$ cat src/rtl/lut_neuron_pipe_if.sv
// Bundle of lookup and table-configuration signals for lut_neuron_pipe.
// master drives requests, configuration and downstream ready; slave is the neuron.
interface lut_neuron_pipe_if #(
  parameter int IN_BITS  = 6,
  parameter int OUT_BITS = 2
);
  logic                in_valid;
  logic                in_ready;
  logic [IN_BITS-1:0]  in_data;
  logic                out_valid;
  logic                out_ready;
  logic [OUT_BITS-1:0] out_data;
  logic                cfg_start;
  logic                cfg_valid;
  logic [OUT_BITS-1:0] cfg_data;
  logic                cfg_busy;
  logic                cfg_done;

  modport master (
    output in_valid, in_data, out_ready, cfg_start, cfg_valid, cfg_data,
    input  in_ready, out_valid, out_data, cfg_busy, cfg_done
  );

  modport slave (
    input  in_valid, in_data, out_ready, cfg_start, cfg_valid, cfg_data,
    output in_ready, out_valid, out_data, cfg_busy, cfg_done
  );
endinterface

$ cat src/rtl/lut_neuron_pipe.sv
// Runtime-reloadable truth-table neuron: a 2^IN_BITS x OUT_BITS table held in
// flops, read through a 2-stage valid/ready pipeline and rewritten by an
// auto-incrementing configuration stream.
module lut_neuron_pipe #(
  parameter int IN_BITS  = 6,
  parameter int OUT_BITS = 2
) (
  input logic               clk,
  input logic               rst,
  lut_neuron_pipe_if.slave  bus
);

  localparam int                 DEPTH    = 1 << IN_BITS;
  localparam logic [IN_BITS-1:0] PTR_LAST = '1;
  localparam logic [IN_BITS-1:0] PTR_ONE  = IN_BITS'(1);

  typedef enum logic {
    IDLE = 1'b0,
    LOAD = 1'b1
  } state_t;

  state_t              state_q, state_d;
  logic [IN_BITS-1:0]  ptr_q, ptr_d;
  logic                wr_en;
  logic                done_d;
  logic                cfg_done_q;

  logic [OUT_BITS-1:0] tbl [DEPTH];

  logic                s1_valid;
  logic [IN_BITS-1:0]  s1_addr;
  logic                s2_valid;
  logic [OUT_BITS-1:0] out_data_q;

  logic                adv;
  logic                accept;

  // The whole pipe moves together: it stalls only when a result is stuck at the output.
  assign adv    = !s2_valid || bus.out_ready;
  assign accept = bus.in_valid && bus.in_ready;

  assign bus.in_ready  = rst && (state_q == IDLE) && adv;
  assign bus.out_valid = s2_valid;
  assign bus.out_data  = out_data_q;
  assign bus.cfg_busy  = (state_q == LOAD);
  assign bus.cfg_done  = cfg_done_q;

  // Load controller: a start is only honoured with stage 1 empty and no lookup
  // being accepted, so no request can straddle a reload; a start while loading
  // rewinds the pointer, and the final word returns to IDLE with a done pulse.
  always_comb begin
    state_d = state_q;
    ptr_d   = ptr_q;
    wr_en   = 1'b0;
    done_d  = 1'b0;
    case (state_q)
      IDLE: begin
        if (bus.cfg_start && !s1_valid && !accept) begin
          state_d = LOAD;
          ptr_d   = '0;
        end
      end
      LOAD: begin
        if (bus.cfg_start) begin
          ptr_d = '0;
        end else if (bus.cfg_valid) begin
          wr_en = 1'b1;
          if (ptr_q == PTR_LAST) begin
            state_d = IDLE;
            ptr_d   = '0;
            done_d  = 1'b1;
          end else begin
            ptr_d = ptr_q + PTR_ONE;
          end
        end
      end
      default: begin
        state_d = IDLE;
        ptr_d   = '0;
      end
    endcase
  end

  // Controller state, write pointer and the registered done pulse.
  always_ff @(posedge clk or negedge rst) begin
    if (!rst) begin
      state_q    <= IDLE;
      ptr_q      <= '0;
      cfg_done_q <= 1'b0;
    end else begin
      state_q    <= state_d;
      ptr_q      <= ptr_d;
      cfg_done_q <= done_d;
    end
  end

  // Table storage: cleared by reset so an aborted load never leaves stale weights.
  always_ff @(posedge clk or negedge rst) begin
    if (!rst) begin
      for (int i = 0; i < DEPTH; i++) begin
        tbl[i] <= '0;
      end
    end else if (wr_en) begin
      tbl[ptr_q] <= bus.cfg_data;
    end
  end

  // Stage 1 captures the accepted address; it empties whenever the pipe advances idle.
  always_ff @(posedge clk or negedge rst) begin
    if (!rst) begin
      s1_valid <= 1'b0;
      s1_addr  <= '0;
    end else if (adv) begin
      s1_valid <= accept;
      if (accept) begin
        s1_addr <= bus.in_data;
      end
    end
  end

  // Stage 2 performs the table read; out_data keeps its last word when nothing moves in.
  always_ff @(posedge clk or negedge rst) begin
    if (!rst) begin
      s2_valid   <= 1'b0;
      out_data_q <= '0;
    end else if (adv) begin
      s2_valid <= s1_valid;
      if (s1_valid) begin
        out_data_q <= tbl[s1_addr];
      end
    end
  end

endmodule

$ cat src/flat_wrapper.sv
// flat-port wrapper written by rule: the top's interface ports become plain ports
module lut_neuron_pipe_flat 
#(
  parameter int IN_BITS  = 6,
  parameter int OUT_BITS = 2
)
  (clk, rst, bus_in_valid, bus_in_data, bus_out_ready, bus_cfg_start, bus_cfg_valid, bus_cfg_data, bus_in_ready, bus_out_valid, bus_out_data, bus_cfg_busy, bus_cfg_done);
  lut_neuron_pipe_if #(.IN_BITS(IN_BITS), .OUT_BITS(OUT_BITS)) bus_i ();
  input logic clk;
  input logic rst;
  input wire logic [$bits(bus_i.in_valid)-1:0] bus_in_valid;
  input wire logic [$bits(bus_i.in_data)-1:0] bus_in_data;
  input wire logic [$bits(bus_i.out_ready)-1:0] bus_out_ready;
  input wire logic [$bits(bus_i.cfg_start)-1:0] bus_cfg_start;
  input wire logic [$bits(bus_i.cfg_valid)-1:0] bus_cfg_valid;
  input wire logic [$bits(bus_i.cfg_data)-1:0] bus_cfg_data;
  output wire logic [$bits(bus_i.in_ready)-1:0] bus_in_ready;
  output wire logic [$bits(bus_i.out_valid)-1:0] bus_out_valid;
  output wire logic [$bits(bus_i.out_data)-1:0] bus_out_data;
  output wire logic [$bits(bus_i.cfg_busy)-1:0] bus_cfg_busy;
  output wire logic [$bits(bus_i.cfg_done)-1:0] bus_cfg_done;
  assign bus_i.in_valid = bus_in_valid;
  assign bus_i.in_data = bus_in_data;
  assign bus_i.out_ready = bus_out_ready;
  assign bus_i.cfg_start = bus_cfg_start;
  assign bus_i.cfg_valid = bus_cfg_valid;
  assign bus_i.cfg_data = bus_cfg_data;
  assign bus_in_ready = bus_i.in_ready;
  assign bus_out_valid = bus_i.out_valid;
  assign bus_out_data = bus_i.out_data;
  assign bus_cfg_busy = bus_i.cfg_busy;
  assign bus_cfg_done = bus_i.cfg_done;
  lut_neuron_pipe #(.IN_BITS(IN_BITS), .OUT_BITS(OUT_BITS)) u_core (.clk(clk), .rst(rst), .bus(bus_i));
endmodule
$ cat config.mk
export PLATFORM = sky130hd
export DESIGN_NAME = lut_neuron_pipe_flat
export DESIGN_NICKNAME = d
export VERILOG_FILES = /design/src/rtl/lut_neuron_pipe_if.sv /design/src/rtl/lut_neuron_pipe.sv /design/src/flat_wrapper.sv
export SDC_FILE = /design/constraint.sdc
export NUM_CORES = 1
export LEC_CHECK = 0
export BUFFER_PORTS_ARGS = -buffer_cell sky130_fd_sc_hd__buf_2
export CAP_MARGIN = 20
export CORE_UTILIZATION = 30
export DETAILED_ROUTE_END_ITERATION = 7
export SLEW_MARGIN = 40
export SYNTH_ARGS = -nofsm -noshare
export SYNTH_HDL_FRONTEND = slang
export SYNTH_SLANG_ARGS = --single-unit
$ cat constraint.sdc
create_clock -name clk -period 1.9 [get_ports clk]
set_input_delay 0.38 -clock clk [delete_from_list [all_inputs] [get_ports clk]]
set_output_delay 0.38 -clock clk [all_outputs]
set_load 0.01 [all_outputs]
==> results.json, run 1 <==
{
  "status": "finished, violations left",
  "violations": "setup timing",
  "overflow": 0,
  "fill_cells": 2166,
  "cp.arrival_ns": 2.31,
  "antenna_left": 0,
  "synth_top_area_share_pct": 51.9,
  "grt_pass1_vias": 4728,
  "yosys-top-cells-count": "dfrtp_1 (146), mux2_2 (86), mux2_1 (54), nor2_1 (44), nand2_1 (43)",
  "root_buffer": "clkbuf_16",
  "tightest_slew_ns": 0.497,
  "setup_ws_ns": -0.122,
  "cts_sinks": 146,
  "critical_path_required_ns": 2.19,
  "crit-reg2reg-launch": "u_core.s1_addr[2]",
  "grt_max_degree": 144,
  "synthesis.area_sq_mm": 0.00704,
  "mappedNetlistNets": 549,
  "postSynthAreaPerCell_sq_um": 13.2,
  "rsz0062_at_grt": "true",
  "fmax_ghz": 0.495,
  "cts_tree": "done",
  "cts_buffer_depth": 2,
  "ys_seq_area_share_pct": 51.9,
  "hold_end": "u_core.s1_addr[4]",
  "end_kind": "flop",
  "holdCritPathClass": "in -> reg",
  "crit_type": "reg -> reg",
  "cp_common_cell": "mux4_2",
  "clock_skew_ns": 0.00594,
  "remaining_drc_errors": 0,
  "drive_above_1_share_pct": 36.7,
  "core-area_sq_mm": 0.0228,
  "ys_top_cells_by_area": "dfrtp_1 (52%), mux2_2 (14%), mux4_2 (9.6%), mux2_1 (8.6%), nor2_1 (2.3%)",
  "powerDensity_mw_per_mm2": 865,
  "drtPass1Iterations": 5,
  "hold_path_depth": 2,
  "drv_slew": 0,
  "final_nets": 593,
  "synth_top_area_cell": "dfrtp_1",
  "async_reset_ff_share_pct": 100,
  "grt_usage_pct": 14.6,
  "hpwl_mm": 11.2,
  "fin_setup_tns_ns": -0.242,
  "die_area_sq_mm": 0.0241,
  "fin_cells": 904,
  "synth_warnings": 0,
  "vias": 4570,
  "antenna_found_initial": 0,
  "grt_pass1_wl_mm": 26.8,
  "die_w_microns": 155,
  "hp-start": "bus_in_data[4]",
  "row_count": 55,
  "cp_cell_sequence": "buf_12 -> mux4_2 -> mux4_2 -> mux2i_1 -> a311oi_1",
  "r2r_end": "u_core.bus.out_data[0]",
  "io_pins": 20,
  "cts_made_buffers": 17,
  "post_cts_buffers": 0,
  "ys.flop_type": "dfrtp_1",
  "r2r_cells": 5,
  "ys_ff_latch": 146,
  "insertion_delay_ns": 0.42,
  "viasPerCell": 5.06,
  "setup_violations": 2,
  "synth-edff-count": 0,
  "yosysMostFrequentCell": "dfrtp_1",
  "timing.slew.headroom_pct": 66.0,
  "slowest_delay_ns": 0.52,
  "hold_viol_final": 0,
  "dr.first_iter.drc_count": 295,
  "place_congestion": 0.787,
  "wire_per_inst_microns": 18.1,
  "synthCells": 534,
  "r2r_setup_slack_ns": -0.12,
  "crit_slowest_cell": "mux4_2",
  "cap_violations": 0,
  "area_growth_pct": 20.7,
  "start_util_pct": 30.8,
  "clk_pin_slew_ns": 0.06,
  "drt_wl_total_mm": 16.4,
  "htree_levels": 4,
  "ir_worst_vdd_mv": 0.604,
  "path_max_fanout": 8,
  "diodes": 0,
  "synth_cell_type_count": 42,
  "die_h_microns": 155,
  "power.leakage_nw": 3.92,
  "post-route-period-util_pct": 106,
  "port_buffers": 19,
  "start_kind": "flop",
  "dp_cells": 870,
  "period_needed_ns": 2.02
}
-- state kept, by name, summed over array words and instances, names as in the netlist --
signal                cells
u_core.bus.cfg_done       1
u_core.s1_addr            6
u_core.ptr_q              6
u_core.s1_valid           1
u_core.bus.out_valid      1
u_core.bus.cfg_busy       1
u_core.tbl              128
u_core.bus.out_data       2
-- through the flow --
stage	total power [mW]	hold slack (ns)	util (%)	setup slack (ns)	cell area [sq um]
6_report	7.36	0.208	37.2	-0.122	8500
5_1_grt	7.61	0.209	37.2	-0.189	8500
4_1_cts	7.42	0.195	37.1	-0.138	8470
3_5_place_dp	3.84	0.177	34.1	-0.169	7800
3_3_place_gp	3.82	0.176	34.1	-0.170	7800
2_1_floorplan	3.58	0.0844	-	-0.0204	7050
-- cell type report --
| cell class | instances | area, sq um | share of cell area, % |
|---|---|---|---|
| Timing Repair Buffer | 59 | 549 | 6.46 |
| Sequential cell | 146 | 3650 | 43.0 |
| Inverter | 5 | 18.8 | 0.221 |
| Clock inverter | 8 | 123 | 1.44 |
| Tap cell | 313 | 392 | 4.61 |
| Clock buffer | 24 | 512 | 6.02 |
| Multi-Input combinational cell | 349 | 3250 | 38.3 |
-- worst max-delay path by stage --
stage	cells after the start	startpoint	endpoint	slack, ns
floorplan	6	u_core.s1_addr[2]	u_core.bus.out_data[0]	-0.02
global placement	7	u_core.s1_addr[0]	u_core.bus.out_data[1]	-0.17
detailed placement	7	u_core.s1_addr[0]	u_core.bus.out_data[1]	-0.17
CTS	5	u_core.s1_addr[2]	u_core.bus.out_data[0]	-0.14
global route	5	u_core.s1_addr[2]	u_core.bus.out_data[1]	-0.19
finish	5	u_core.s1_addr[2]	u_core.bus.out_data[0]	-0.12
-- critical path, delay by kind of cell, from the launching register on --
family | cells | cell delay (ns)
buffers and inverters | 1 | 0.16
multiplexers | 3 | 1.19
flip-flops | 1 | 0.45
AO/OA/AOI/OAI | 1 | 0.10
-- placed cells by master, fill, tap and decap left out, types with 4 or more instances in the layout --
cell and count:
and2_1 5, buf_12 10, buf_2 18, buf_4 28, clkbuf_16 17, clkbuf_8 6
dfrtp_1 145, inv_1 5, mux2_1 54, mux2_2 86, mux4_2 30, nand2_1 43
nand2b_1 7, nand3_1 5, nor2_1 44, nor2b_1 11, o21ai_0 13, o31ai_1 4
-- power breakdown --
part           switching [mW]  internal [mW]  leakage (nW)  total (mW)
Clock                    1.29           2.27         0.304        3.56
Sequential             0.0500           3.20          2.02        3.25
Combinational           0.300          0.252          1.61       0.552
-- logic make-up after synthesis --
family                   count (synthesis)  share of synthesized area (%)
AO/OA/AOI/OAI                           38                           3.61
adder cells (fa/ha/maj)                  1                          0.178
AND/OR/NAND/NOR                        138                           9.72
flip-flops                             146                           51.9
buffers and inverters                   39                           2.38
multiplexers                           172                           32.3
-- routing by layer --
| layer | vias to the layer above | global-route usage [%] | share of wire [%] |
|---|---|---|---|
| li1 | 2034 | - | - |
| met1 | 2385 | 20.2 | 47 |
| met2 | 115 | 22.5 | 47 |
| met3 | 36 | 2.79 | 3.8 |
| met4 | 0 | 5.84 | 2.8 |
| met5 | - | 0 | 0 |
-- repair_timing --
| action | CTS | global route |
|---|---|---|
| hold endpoints to repair | 3 | 0 |
| hold buffers | 1 | 0 |
| resized for setup | 5 | 1 |
| pin swaps | 2 | 1 |
| setup endpoints to repair | 2 | 2 |
Power figures use the tool's default switching activity.
==> inputs of run 2 (changes only) <==
- CORE_UTILIZATION: 30 -> 45
==> run 2 against run 1 <==
Die area shrank 33%; worst setup slack improved by 0.036 ns; via count is 2.1% lower; the run still ends with setup timing left; largest cell class unchanged; clock power is 4% lower; final cell count fell by 11%; fmax rose by 1.8%; core utilization up 17 points; critical path type unchanged; sequential share of layout area rose by 0.80 points; critical path depth unchanged; design area down 1.8%; non-clock buffer count increased by 5; highest routed layer unchanged; critical endpoint unchanged; register-to-register slack better by 0.04 ns.
==> results.json, run 2 (same netlist as run 1, synthesis figures left out) <==
{
  "antenna_left": 0,
  "viasPerCell": 5.54,
  "end_kind": "flop",
  "cts_buffer_depth": 2,
  "hold_viol_final": 0,
  "layout_commonest_cell": "dfrtp_1",
  "crit_type": "reg -> reg",
  "setup_ws_ns": -0.0857,
  "setup_violations": 2,
  "start_util_pct": 46.2,
  "powerDensity_mw_per_mm2": 865,
  "drt_wl_total_mm": 16.0,
  "slowest_delay_ns": 0.52,
  "ir_worst_vdd_mv": 0.643,
  "place_congestion": 0.766,
  "crit_slowest_cell": "mux4_2",
  "htree_levels": 4,
  "hpwl_mm": 10.7,
  "dp_slack_ns": -0.128,
  "die_area_sq_mm": 0.0162,
  "power_frac_seq_pct": 45.0,
  "cap_violations": 0,
  "switching_share_pct": 23.8,
  "cts_sinks": 146,
  "cp_common_cell": "mux4_2",
  "final_cell_mix": "dfrtp_1 (145), mux2_2 (86), mux2_1 (54), nor2_1 (44), nand2_1 (43)",
  "cts_made_buffers": 17,
  "p_sw_mw": 1.72,
  "path_max_fanout": 13,
  "insertion_delay_ns": 0.43,
  "rsz0062_at_grt": "true",
  "port_buffers": 19,
  "cp.arrival_ns": 2.28,
  "cp_cell_sequence": "buf_12 -> mux4_2 -> mux4_2 -> mux2i_1 -> a311oi_1",
  "overflow": 0,
  "die_w_microns": 127,
  "period_needed_ns": 1.99,
  "power.leakage_nw": 3.93,
  "total_power_mw": 7.22,
  "row_count": 45,
  "status": "finished, violations left",
  "start_kind": "flop",
  "drtPass1Iterations": 5,
  "reg_top3": "u_core.tbl x128, u_core.ptr_q x6, u_core.s1_addr x6",
  "grt_usage_pct": 21.9,
  "tightest_slew_ns": 0.662,
  "fin_setup_tns_ns": -0.155,
  "critical_path_required_ns": 2.19,
  "grt_max_degree": 124,
  "hp-start": "bus_in_data[5]",
  "grt_pass1_vias": 4645,
  "startpoint": "u_core.s1_addr[2]",
  "diodes": 0,
  "clock_skew_ns": 0.0101,
  "core-area_sq_mm": 0.0153,
  "clk_pin_slew_ns": 0.07,
  "largest_reg_flops": 128,
  "internal-power_mw": 5.51,
  "grt_pass1_wl_mm": 26.5,
  "critical_path.top_delay_family": "multiplexers",
  "area_growth_pct": 18.5,
  "dr.first_iter.drc_count": 294,
  "antenna_found_initial": 0,
  "root_buffer": "clkbuf_16",
  "wire_per_inst_microns": 19.8,
  "top_register": "u_core.tbl",
  "p_comb_share_pct": 7.5,
  "drv_slew": 0,
  "clkPwrFrac_pct": 47.5,
  "cts_tree": "done",
  "final_nets": 598,
  "remaining_drc_errors": 0,
  "crit-reg2reg-launch": "u_core.s1_addr[2]",
  "violations": "setup timing",
  "vias": 4472,
  "drive_above_1_share_pct": 37.2,
  "timing.slew.headroom_pct": 55.9,
  "cp_num_buf_inv": 1,
  "io_pins": 20,
  "fmax_ghz": 0.504,
  "post-route-period-util_pct": 105,
  "holdCritPathClass": "in -> reg",
  "die_h_microns": 127
}
[run 2: worst paths after layout]
check / to / slack [ns] / depth (start not counted)
setup / recovery: u_core.bus.out_data[0] / -0.09 / 5
hold / removal: u_core.s1_addr[5] / 0.18 / 2
setup reg to reg: u_core.bus.out_data[0] / -0.09 / 5
hold reg to reg: u_core.tbl[92] / 0.49 / 1
max in group asynchronous: u_core.s1_addr[2] / 0.77 / 3
min in group asynchronous: u_core.tbl[119] / 0.52 / 3
[run 2: timing repair]
| action | CTS | global route |
|---|---|---|
| endpoints found under the setup margin | 2 | 2 |
| buffers inserted | 1 | 0 |
| gates resized for setup | 3 | 2 |
| pin swaps | 1 | 0 |
| endpoints found under the hold margin | 23 | 0 |
| hold buffers | 1 | 0 |
[run 2: layout make-up]
class                      count  area [sq um]
tap                          211           264
clock inverter                12           145
fill                        1272          6910
sequential                   146          3650
clock buffer                  20           467
timing repair buffer          64           557
multi-input combinational    349          3240
inverter                       5          18.8
[run 2: per-stage QoR]
step,std cells,util [%],hold slack [ns],cell area [sq um]
floorplan,534,-,0.0844,7050
global placement,773,50.4,0.415,7700
detailed placement,773,50.5,0.415,7700
CTS,807,54.6,0.160,8340
global route,807,54.7,0.161,8350
finish,807,54.7,0.176,8350
[run 2: per-layer routing]
layer	vias up	wire length (microns)	GRT usage (%)	share of wire, %
li1	2040	-	-	-
met1	2340	7830	31.9	49
met2	79	7430	32.5	46
met3	13	577	4.69	3.6
met4	0	153	7.21	0.96
met5	-	0	0	0
[run 2: power groups by stage]
stage               registers (mW)  logic, mW  clock network [mW]
floorplan                     3.28      0.295                   0
global placement              3.30      0.526                   0
global route                  3.26      0.597                3.64
detailed placement            3.30      0.538                   0
finish                        3.25      0.545                3.43
CTS                           3.25      0.546                3.51
==> inputs of run 3 (changes only) <==
- SKIP_LAST_GASP: not set -> 1
==> run 3 against run 2 <==
The run still ends with setup timing left; critical path depth stayed put; flip-flop and latch count stayed put; wire length is 0.59% higher; register-to-register slack hardly changed; global-route usage hardly changed; non-clock buffer count stayed put; count of clock-buffer cells in the layout stayed put; largest cell class unchanged; largest power group unchanged; highest routed layer unchanged.
==> results.json, run 3 (same netlist as run 1, synthesis figures left out) <==
{
  "rsz0062_at_grt": "true",
  "hold_viol_final": 0,
  "timing.slew.headroom_pct": 54.3,
  "drv_slew": 0,
  "row_count": 45,
  "holdCritPathClass": "in -> reg",
  "fin_setup_tns_ns": -0.139,
  "core-area_sq_mm": 0.0153,
  "start_util_pct": 46.2,
  "largest_reg_flops": 128,
  "grt_pass1_vias": 4654,
  "port_buffers": 19,
  "power.leakage_nw": 3.93,
  "viasPerCell": 5.60,
  "period_needed_ns": 1.98,
  "antenna_left": 0,
  "cts_made_buffers": 17,
  "path_max_fanout": 13,
  "cap_violations": 0,
  "layout_commonest_cell": "dfrtp_1",
  "total_power_mw": 7.24,
  "grt_max_degree": 124,
  "top_register": "u_core.tbl",
  "antenna_found_initial": 0,
  "gr-usage-met3_pct": 4.73,
  "drt_wl_total_mm": 16.1,
  "remaining_drc_errors": 0,
  "final_nets": 598,
  "root_buffer": "clkbuf_16",
  "grt.met1_usage_pct": 31.8,
  "io_pins": 20,
  "die_area_sq_mm": 0.0162,
  "fmax_ghz": 0.506,
  "dr.first_iter.drc_count": 324,
  "post-route-period-util_pct": 104,
  "overflow": 0,
  "grt_pass1_wl_mm": 26.5,
  "top_usage_layer": "met2",
  "tightest_slew_ns": 0.686,
  "drive_above_1_share_pct": 37.6,
  "crit_type": "reg -> reg",
  "drtPass1Iterations": 5,
  "die_w_microns": 127,
  "die_h_microns": 127,
  "violations": "setup timing",
  "setup_ws_ns": -0.0752,
  "reg_top3": "u_core.tbl x128, u_core.ptr_q x6, u_core.s1_addr x6",
  "cts_tree": "done",
  "area_growth_pct": 18.8,
  "clock_skew_ns": 0.0146,
  "cts_sinks": 146,
  "place_congestion": 0.766,
  "final_cell_mix": "dfrtp_1 (145), mux2_2 (86), mux2_1 (54), nor2_1 (44), nand2_1 (43)",
  "setup_violations": 2,
  "hpwl_mm": 10.7,
  "insertion_delay_ns": 0.44,
  "clk_pin_slew_ns": 0.07,
  "ir_worst_vdd_mv": 0.654,
  "start_kind": "flop",
  "cts_buffer_depth": 2,
  "end_kind": "flop",
  "powerDensity_mw_per_mm2": 865,
  "fin_util_pct": 54.8,
  "status": "finished, violations left",
  "critical_path_required_ns": 2.21,
  "diodes": 0,
  "htree_levels": 4,
  "wire_per_inst_microns": 19.9,
  "grt_usage_pct": 21.9,
  "cp.arrival_ns": 2.28,
  "vias": 4516,
  "use_met2_pct": 32.6
}
-- run 3: cell counts in the layout (fill, tap and decap cells not counted) --
No cell type changed its count.
-- run 3: final timing paths --
path	startpoint	slack, ns	cells after the start	to
max	u_core.s1_addr[2]	-0.08	5	u_core.bus.out_data[0]
min	bus_in_data[5]	0.17	2	u_core.s1_addr[5]
max reg2reg	u_core.s1_addr[2]	-0.08	5	u_core.bus.out_data[0]
min reg2reg	u_core.tbl[92]	0.49	1	u_core.tbl[92]
max in group asynchronous	rst	0.74	3	u_core.s1_addr[2]
min in group asynchronous	rst	0.51	3	u_core.tbl[119]
-- run 3: metrics by stage --
| stage | area, sq um | setup WS [ns] | std cells | hold WS, ns |
|---|---|---|---|---|
| 3_5_place_dp | 7700 | -0.128 | 773 | 0.415 |
| 3_3_place_gp | 7700 | -0.122 | 773 | 0.415 |
| 4_1_cts | 8340 | -0.103 | 807 | 0.160 |
| 5_1_grt | 8370 | -0.155 | 807 | 0.161 |
| 6_report | 8370 | -0.0752 | 807 | 0.165 |
| 2_1_floorplan | 7050 | -0.0204 | 534 | 0.0844 |
-- run 3: worst max-delay path, stage by stage (launching register included) --
cell and delay [ns]:
dfrtp_2 0.41, buf_12 0.18, mux4_2 0.51, mux4_2 0.48, mux2i_1 0.16, a311oi_1 0.10
-- run 3: timing repair --
action / CTS / global route
resized for setup: 2 / 6
hold buffers: 1 / 0
setup endpoints to repair: 2 / 2
pin swaps: 1 / 1
setup buffers: 1 / 0
hold endpoints to repair: 23 / 0
-- run 3: cell type report --
cell class / instances / area, sq um
clock buffer: 20 / 467
clock inverter: 12 / 145
fill: 1270 / 6890
inverter: 5 / 18.8
multi-input combinational: 349 / 3260
sequential: 146 / 3650
tap: 211 / 264
timing repair buffer: 64 / 557
-- run 3: where the power goes --
| part | switching, mW | internal [mW] |
|---|---|---|
| Combinational | 0.299 | 0.251 |
| Clock | 1.37 | 2.06 |
| Sequential | 0.0563 | 3.20 |
-- run 3: routing by layer --
metal	wire length, microns	up-vias	part of all wire [%]
met5	0	-	0
met4	146	0	0.91
met3	652	17	4.1
met2	7490	97	47
met1	7790	2359	48
li1	-	2043	-
